**src/rtl/rr_hold_arbiter.sv**
```systemverilog
// Round-robin arbiter with registered grants that are held until the owner releases them.
// The optional forced release after MAX_HOLD cycles is compiled in with RR_HOLD_ARB_TIMEOUT_EN.
module rr_hold_arbiter #(
  parameter int WIDTH    = 4,
  parameter int MAX_HOLD = 16
) (
  input  logic                     clk,
  input  logic                     rst,
  input  logic [WIDTH-1:0]         req,
  input  logic [WIDTH-1:0]         done,
  output logic [WIDTH-1:0]         grant,
  output logic                     grant_valid,
  output logic [$clog2(WIDTH)-1:0] grant_id,
  output logic                     timeout
);

  localparam int IDW = $clog2(WIDTH);

  localparam logic ST_IDLE = 1'b0;
  localparam logic ST_OWN  = 1'b1;

  if (WIDTH < 2 || WIDTH > 16 || MAX_HOLD < 2) begin : g_bad_param
    $error("rr_hold_arbiter: WIDTH must be 2..16 and MAX_HOLD >= 2");
  end

  // Returns {found, index}: first set bit of r searching upward from p+1, wrapping.
  function automatic logic [IDW:0] rr_pick(input logic [WIDTH-1:0] r,
                                           input logic [IDW-1:0]   p);
    logic           found;
    logic [IDW-1:0] idx;
    logic [IDW-1:0] sel;
    int             pos;
    found = 1'b0;
    idx   = '0;
    for (int i = 1; i <= WIDTH; i++) begin
      pos = (int'(p) + i) % WIDTH;
      sel = IDW'(pos);
      if (!found && r[sel]) begin
        found = 1'b1;
        idx   = sel;
      end
    end
    return {found, idx};
  endfunction

  logic             state_q, state_d;
  logic [IDW-1:0]   ptr_q, ptr_d;
  logic [WIDTH-1:0] grant_q, grant_d;
  logic [IDW-1:0]   grant_id_q, grant_id_d;
  logic             grant_valid_q, grant_valid_d;

  logic [IDW-1:0]   owner;
  logic             owner_release;
  logic             expire;
  logic [IDW:0]     pick_idle;
  logic [IDW:0]     pick_next;

`ifdef RR_HOLD_ARB_TIMEOUT_EN
  localparam int CW = (MAX_HOLD > 2) ? $clog2(MAX_HOLD) : 1;

  logic [CW-1:0] cnt_q, cnt_d;
  logic          timeout_q, timeout_d;

  assign expire  = (cnt_q == CW'(MAX_HOLD - 1));
  assign timeout = timeout_q;
`else
  assign expire  = 1'b0;
  assign timeout = 1'b0;
`endif

  assign owner         = grant_id_q;
  assign owner_release = done[owner] | ~req[owner];
  assign pick_idle     = rr_pick(req, ptr_q);
  // The releasing owner is masked so it can only win again through IDLE.
  assign pick_next     = rr_pick(req & ~grant_q, owner);

  always_comb begin
    state_d       = state_q;
    ptr_d         = ptr_q;
    grant_d       = grant_q;
    grant_id_d    = grant_id_q;
    grant_valid_d = grant_valid_q;
`ifdef RR_HOLD_ARB_TIMEOUT_EN
    cnt_d         = cnt_q;
    timeout_d     = 1'b0;
`endif
    if (state_q == ST_IDLE) begin
      if (pick_idle[IDW]) begin
        state_d       = ST_OWN;
        grant_id_d    = pick_idle[IDW-1:0];
        grant_d       = WIDTH'(1) << pick_idle[IDW-1:0];
        grant_valid_d = 1'b1;
`ifdef RR_HOLD_ARB_TIMEOUT_EN
        cnt_d         = '0;
`endif
      end
    end else if (owner_release || expire) begin
      ptr_d = owner;
`ifdef RR_HOLD_ARB_TIMEOUT_EN
      cnt_d     = '0;
      timeout_d = expire & ~owner_release;
`endif
      if (pick_next[IDW]) begin
        grant_id_d    = pick_next[IDW-1:0];
        grant_d       = WIDTH'(1) << pick_next[IDW-1:0];
        grant_valid_d = 1'b1;
      end else begin
        state_d       = ST_IDLE;
        grant_id_d    = '0;
        grant_d       = '0;
        grant_valid_d = 1'b0;
      end
    end else begin
`ifdef RR_HOLD_ARB_TIMEOUT_EN
      if (cnt_q != CW'(MAX_HOLD - 1)) cnt_d = cnt_q + CW'(1);
`endif
    end
  end

  always_ff @(posedge clk or posedge rst) begin
    if (rst) begin
      state_q       <= ST_IDLE;
      ptr_q         <= IDW'(WIDTH - 1);
      grant_q       <= '0;
      grant_id_q    <= '0;
      grant_valid_q <= 1'b0;
    end else begin
      state_q       <= state_d;
      ptr_q         <= ptr_d;
      grant_q       <= grant_d;
      grant_id_q    <= grant_id_d;
      grant_valid_q <= grant_valid_d;
    end
  end

`ifdef RR_HOLD_ARB_TIMEOUT_EN
  always_ff @(posedge clk or posedge rst) begin
    if (rst) begin
      cnt_q     <= '0;
      timeout_q <= 1'b0;
    end else begin
      cnt_q     <= cnt_d;
      timeout_q <= timeout_d;
    end
  end
`endif

  assign grant       = grant_q;
  assign grant_id    = grant_id_q;
  assign grant_valid = grant_valid_q;

endmodule

```
**config.mk**
```make
export PLATFORM = sky130hd
export DESIGN_NAME = rr_hold_arbiter
export DESIGN_NICKNAME = d
export VERILOG_FILES = /design/src/rtl/rr_hold_arbiter.sv
export SDC_FILE = /design/constraint.sdc
export NUM_CORES = 1
export LEC_CHECK = 0
export ABC_AREA = 1
export ABC_CLOCK_PERIOD_IN_PS = 3540
export BUFFER_PORTS_ARGS = -buffer_cell sky130_fd_sc_hd__buf_2
export CAP_MARGIN = 10
export CORE_MARGIN = 4
export CORE_UTILIZATION = 57
export DETAILED_ROUTE_END_ITERATION = 8
export PLACE_DENSITY = 0.84
export SYNTH_ARGS = -nofsm -noshare
export SYNTH_HDL_FRONTEND = slang
export SYNTH_SLANG_ARGS = --single-unit
```
**constraint.sdc**
```tcl
create_clock -name clk -period 3.54 [get_ports clk]
set_clock_uncertainty 0.1 [all_clocks]
set_input_delay 0.354 -clock clk [delete_from_list [all_inputs] [get_ports clk]]
set_output_delay 0.354 -clock clk [all_outputs]
set_load 0.05 [all_outputs]
```
==> flow_metrics.env, run 1 <==
export IMPL_ys_flop_type="dfrtp_1"
export IMPL_rsz0062_at_grt="false"
export IMPL_grt_overflow_total=0
export IMPL_placed_cell_area_sq_um=1350
export IMPL_worstHoldPathType="register to register"
export IMPL_start_util_pct=62.7
export IMPL_endpoint_kind="register"
export IMPL_gp_congestion=0.991
export IMPL_fmax_ghz=0.451
export IMPL_final_cell_area_sq_um=1380
export IMPL_crit_required_ns=3.59
export IMPL_clk_latency_ns=0.27
export IMPL_tritoncts="built"
export IMPL_num_vias=1302
export IMPL_nets=225
export IMPL_drtAntennaViolNets=0
export IMPL_yosysTopAreaCell="nand2_1"
export IMPL_via_per_inst=5.40
export IMPL_die_w_microns=55.6
export IMPL_antenna_found_initial=0
export IMPL_drive_above_1_share_pct=33.2
export IMPL_post_cts_setup_buffer_count=0
export IMPL_first_iter_violations=26
export IMPL_fp_dieH_microns=55.6
export IMPL_final_util_pct=67.1
export IMPL_yosys_top_cells_area="nand2_1, dfrtp_1, nand2_2"
export IMPL_fin_crit_sh_pct=62.6
export IMPL_path_cells="inv_2 -> nand2_2 -> inv_1 -> a22oi_1 -> o2111ai_1 -> nand2_1 -> nand2_4 -> o21ai_1 -> nand2_1"
export IMPL_diodes=0
export IMPL_clk_pin_slew_ns=0.07
export IMPL_hold_viol=0
export IMPL_syn_to_final_growth_pct=6.96
export IMPL_yosys_warnings=0
export IMPL_async_flop_share_pct=100
export IMPL_path_buf_inv=2
export IMPL_setup_violations=0
export IMPL_outcome="finished, final reports clean"
export IMPL_slew_viol_final=0
export IMPL_yosysSeqAreaShare_pct=19.5
export IMPL_drc=0
export IMPL_syn_area_per_cell_sq_um=6.50
export IMPL_critPathMostFrequentCell="nand2_1"
export IMPL_first_global_vias=1260
export IMPL_path_class="register to register"
export IMPL_grt_util_all_layers_pct=20.6
export IMPL_first_pass_iters=4
export IMPL_arrival_ns=2.27
export IMPL_cts_sinks=10
export IMPL_hold_slack_ns=0.413
export IMPL_yosysUniqueCellTypes=29
export IMPL_synthCells=199
export IMPL_num_rows=16
export IMPL_cts_resized=0
export IMPL_cts_max_level=1
export IMPL_core_region_area_sq_um=2060
export IMPL_syn_num_nets=209
export IMPL_hpwl_microns=2420
export IMPL_syn_cell_area_sq_um=1290
export IMPL_cts_buffers=3
export IMPL_port_buffers=16
export IMPL_wl_microns=3030
export IMPL_tns_ns=0
export IMPL_crit_fanout=13
export IMPL_synth_top_cell_area_share_pct=17.7
export IMPL_synth_edf_count=0
export IMPL_min_period_ns=2.22
export IMPL_cpPeakStageDelay_ns=0.62
export IMPL_ys_top_cells_by_count="nand2_1, nand3_1, nand2_2"
export IMPL_grt_max_degree=14
export IMPL_cts_root_buffer="clkbuf_4"
export IMPL_worstSetupStartpointType="register"
export IMPL_io_pins=18
export IMPL_synth_most_common_cell="nand2_1"
export IMPL_die_area_sq_um=3100
export IMPL_drv_cap=0
export IMPL_slowest_stage="dfrtp_1"
export IMPL_path_delay_family="simple AND/OR/NAND/NOR gates"
export IMPL_clock_path_buffers=2
export IMPL_grt_pass1_wl_microns=5370
export IMPL_wire_per_inst_microns=12.6
export IMPL_ys_ff_latch=10
-- path summary, 6_finish.rpt --
path	start	end	slack [ns]	cells past startpoint
worst max-delay path	grant_id[0]$_DFFE_PP0P_	grant_id[1]$_DFFE_PP0P_	1.32	9
worst min-delay path	grant_valid$_DFFE_PP0P_	grant_valid$_DFFE_PP0P_	0.41	2
worst max register to register	grant_id[0]$_DFFE_PP0P_	grant_id[1]$_DFFE_PP0P_	1.32	9
worst min register to register	grant_valid$_DFFE_PP0P_	grant_valid$_DFFE_PP0P_	0.41	2
max in group asynchronous	rst	ptr_q[0]$_DFFE_PP1P_	2.52	3
min in group asynchronous	rst	grant[1]$_DFFE_PP0P_	0.50	3
-- registers in the layout, indices dropped and copies added, names as in the netlist --
register,cells
grant_id,2
state_q,1
grant,4
grant_valid,1
ptr_q,2
-- per-layer routing --
layer | part of all wire (%) | vias up | global-route usage, %
li1 | - | 668 | -
met1 | 46 | 588 | 25.4
met2 | 46 | 39 | 34.6
met4 | 1.8 | 0 | 7.99
met5 | 0 | - | 0
met3 | 5.8 | 7 | 4.41
-- cells in the final DEF (no fill, tap or decap), types with 2 or more instances in the layout --
cell type / n
inv_2: 6
clkbuf_4: 3
inv_1: 17
nand3_2: 11
nand2_1: 61
a21oi_1: 3
nor2_1: 9
o21ai_0: 2
nor3_1: 2
dfstp_2: 2
nor2_4: 2
nand4_1: 4
nand3_1: 25
nand2_2: 20
buf_2: 16
o21ai_1: 5
dfrtp_1: 8
nand2_4: 5
-- layout make-up --
class | instances | area (sq um)
flip-flops and latches | 10 | 253
inverters | 25 | 96.3
multi-input cells | 158 | 885
repair buffers | 17 | 90.1
fillers | 182 | 678
clock buffers | 4 | 26.3
well taps | 27 | 33.8
-- worst min-delay path: stages (launching register included) --
cell,delay [ns]
dfrtp_1,0.34
nor2_1,0.05
nor2_1,0.08
-- what timing repair did --
item / CTS / global route
hold buffers: 1 / 0
hold endpoints to repair: 8 / 0
setup endpoints to repair: 0 / 0
-- per-stage QoR --
step                worst slack, ns  cells
floorplan                      1.58    199
global placement               1.42    236
detailed placement             1.36    236
CTS                            1.34    241
global route                   1.11    241
finish                         1.32    241
-- cell families (layout without fill, tap and decap cells) --
family	Yosys count	in the layout	share of synthesized area, %
AO/OA/AOI/OAI	15	15	7.54
AND/OR/NAND/NOR	142	142	60.5
flip-flops	10	10	19.5
other	1	1	0.290
buffers and inverters	31	46	12.1
Power of run 1 is left out: the tool's default activity adds up to more than one toggle a clock period on the data nets, which glitch-free logic cannot reach.
==> run 2: changes to the inputs <==
ABC_CLOCK_PERIOD_IN_PS = 2100   (was 3540)
clock period = 2.1 ns   (was 3.54 ns; I/O delays follow)
==> run 2 against run 1 <==
Compared with the run above: routed wire length increased by 5.4%; register-to-register slack got worse by 1.2 ns; via count increased by 4.8%; die area unchanged; global-route usage increased by 1.7 points; critical path type unchanged; highest routed layer unchanged.
==> flow_metrics.env, run 2 (synthesis results as in run 1) <==
export IMPL_largest_reg_flops=4
export IMPL_worstHoldPathType="input pin to async pin"
export IMPL_grt_pass1_wl_microns=5720
export IMPL_hold_slack_ns=0.353
export IMPL_wl_microns=3200
export IMPL_layout_common_cells="nand2_1, nand3_1, nand2_2"
export IMPL_first_pass_iters=4
export IMPL_crit_fanout=8
export IMPL_top_layer_used="met4"
export IMPL_grt_util_all_layers_pct=22.3
export IMPL_gp_congestion=0.984
export IMPL_syn_to_final_growth_pct=11.7
export IMPL_antenna_found_initial=0
export IMPL_port_buffers=16
export IMPL_fin_crit_sh_pct=92.9
export IMPL_path_cells="inv_2 -> nand2_1 -> nand2_1 -> nand2_2 -> nand2_4 -> nor2_8 -> nand2_2 -> o21ai_4 -> nand2_4 -> nor2_1 -> nor2_1"
export IMPL_drv_cap=0
export IMPL_slowest_stage="dfstp_2"
export IMPL_rsz0062_at_grt="false"
export IMPL_tns_ns=0
export IMPL_clk_pin_slew_ns=0.07
export IMPL_cpPeakStageDelay_ns=0.58
export IMPL_hold_viol=0
export IMPL_regArea_sq_um=254
export IMPL_dr_wl_met3_microns=157
export IMPL_arrival_ns=2.01
export IMPL_slew_viol_final=0
export IMPL_cts_root_buffer="clkbuf_4"
export IMPL_start_util_pct=62.7
export IMPL_multi_input_area_sq_um=885
export IMPL_grt_max_degree=13
export IMPL_first_global_vias=1362
export IMPL_clk_latency_ns=0.27
export IMPL_via_per_inst=5.53
export IMPL_num_vias=1365
export IMPL_wl_met1_microns=1470
export IMPL_core_region_area_sq_um=2060
export IMPL_fp_dieH_microns=55.6
export IMPL_diodes=0
export IMPL_crit_required_ns=2.16
export IMPL_hpwl_microns=2480
export IMPL_wire_per_inst_microns=12.9
export IMPL_cts_max_level=1
export IMPL_grt_overflow_total=0
export IMPL_cts_buffers=3
export IMPL_io_pins=18
export IMPL_final_common_cell="nand2_1"
export IMPL_fmax_ghz=0.513
export IMPL_fillers=163
export IMPL_final_util_pct=70.1
export IMPL_nets=231
export IMPL_outcome="finished, final reports clean"
export IMPL_first_iter_violations=66
export IMPL_wl_met2_microns=1540
export IMPL_die_w_microns=55.6
export IMPL_endpoint_kind="register"
export IMPL_path_class="register to register"
export IMPL_drtAntennaViolNets=0
export IMPL_drive_above_1_share_pct=35.5
export IMPL_die_area_sq_um=3100
export IMPL_setup_violations=0
export IMPL_cts_sinks=10
export IMPL_num_rows=16
export IMPL_clock_path_buffers=2
export IMPL_drc=0
export IMPL_min_period_ns=1.95
export IMPL_worstSetupStartpointType="register"
export IMPL_tritoncts="built"
==> run 2: through the flow <==
stage | cell area, sq um | std cells | worst slack [ns]
after floorplan | 1290 | 199 | 0.139
final | 1450 | 247 | 0.149
after global placement | 1370 | 239 | 0.111
after CTS | 1410 | 244 | 0.0448
after detailed placement | 1370 | 239 | 0.0640
after global routing | 1450 | 247 | 0.000266
==> run 2: final timing paths <==
check / start / endpoint / slack (ns) / cells after the start
max: ptr_q[0]$_DFFE_PP1P_ / grant_valid$_DFFE_PP0P_ / 0.15 / 11
min: rst / grant_valid$_DFFE_PP0P_ / 0.35 / 3
max reg2reg: ptr_q[0]$_DFFE_PP1P_ / grant_valid$_DFFE_PP0P_ / 0.15 / 11
min reg2reg: grant_valid$_DFFE_PP0P_ / grant_valid$_DFFE_PP0P_ / 0.41 / 2
max in group asynchronous: rst / ptr_q[0]$_DFFE_PP1P_ / 1.23 / 3
min in group clk: grant_valid$_DFFE_PP0P_ / grant_valid$_DFFE_PP0P_ / 0.41 / 2
==> run 2: repair_timing <==
item                                   in CTS  in global routing
setup endpoints to repair                   0                  7
hold buffers                                1                  0
endpoints found under the hold margin       8                  0
resized for setup                           0                  2
setup buffers                               0                  3
==> run 2: per-layer routing <==
metal	up-vias	track usage, %
met5	-	0
met4	0	8.68
met3	2	2.78
met2	42	38.3
met1	639	28.0
li1	682	-
==> run 2: critical path, delay by kind of cell (launching register included) <==
| family | cells | cell delay (ns) |
|---|---|---|
| compound gates | 1 | 0.22 |
| buf+inv | 1 | 0.09 |
| simple gates | 9 | 0.86 |
| flops | 1 | 0.58 |
==> run 2: cell type report <==
class                           instances  share of cell area (%)
Inverter                               25                    6.84
Multi-Input combinational cell        158                    61.2
Clock buffer                            4                    1.82
Tap cell                               27                    2.34
Sequential cell                        10                    17.6
Timing Repair Buffer                   23                    10.2
Power of run 2 is left out for the same reason.
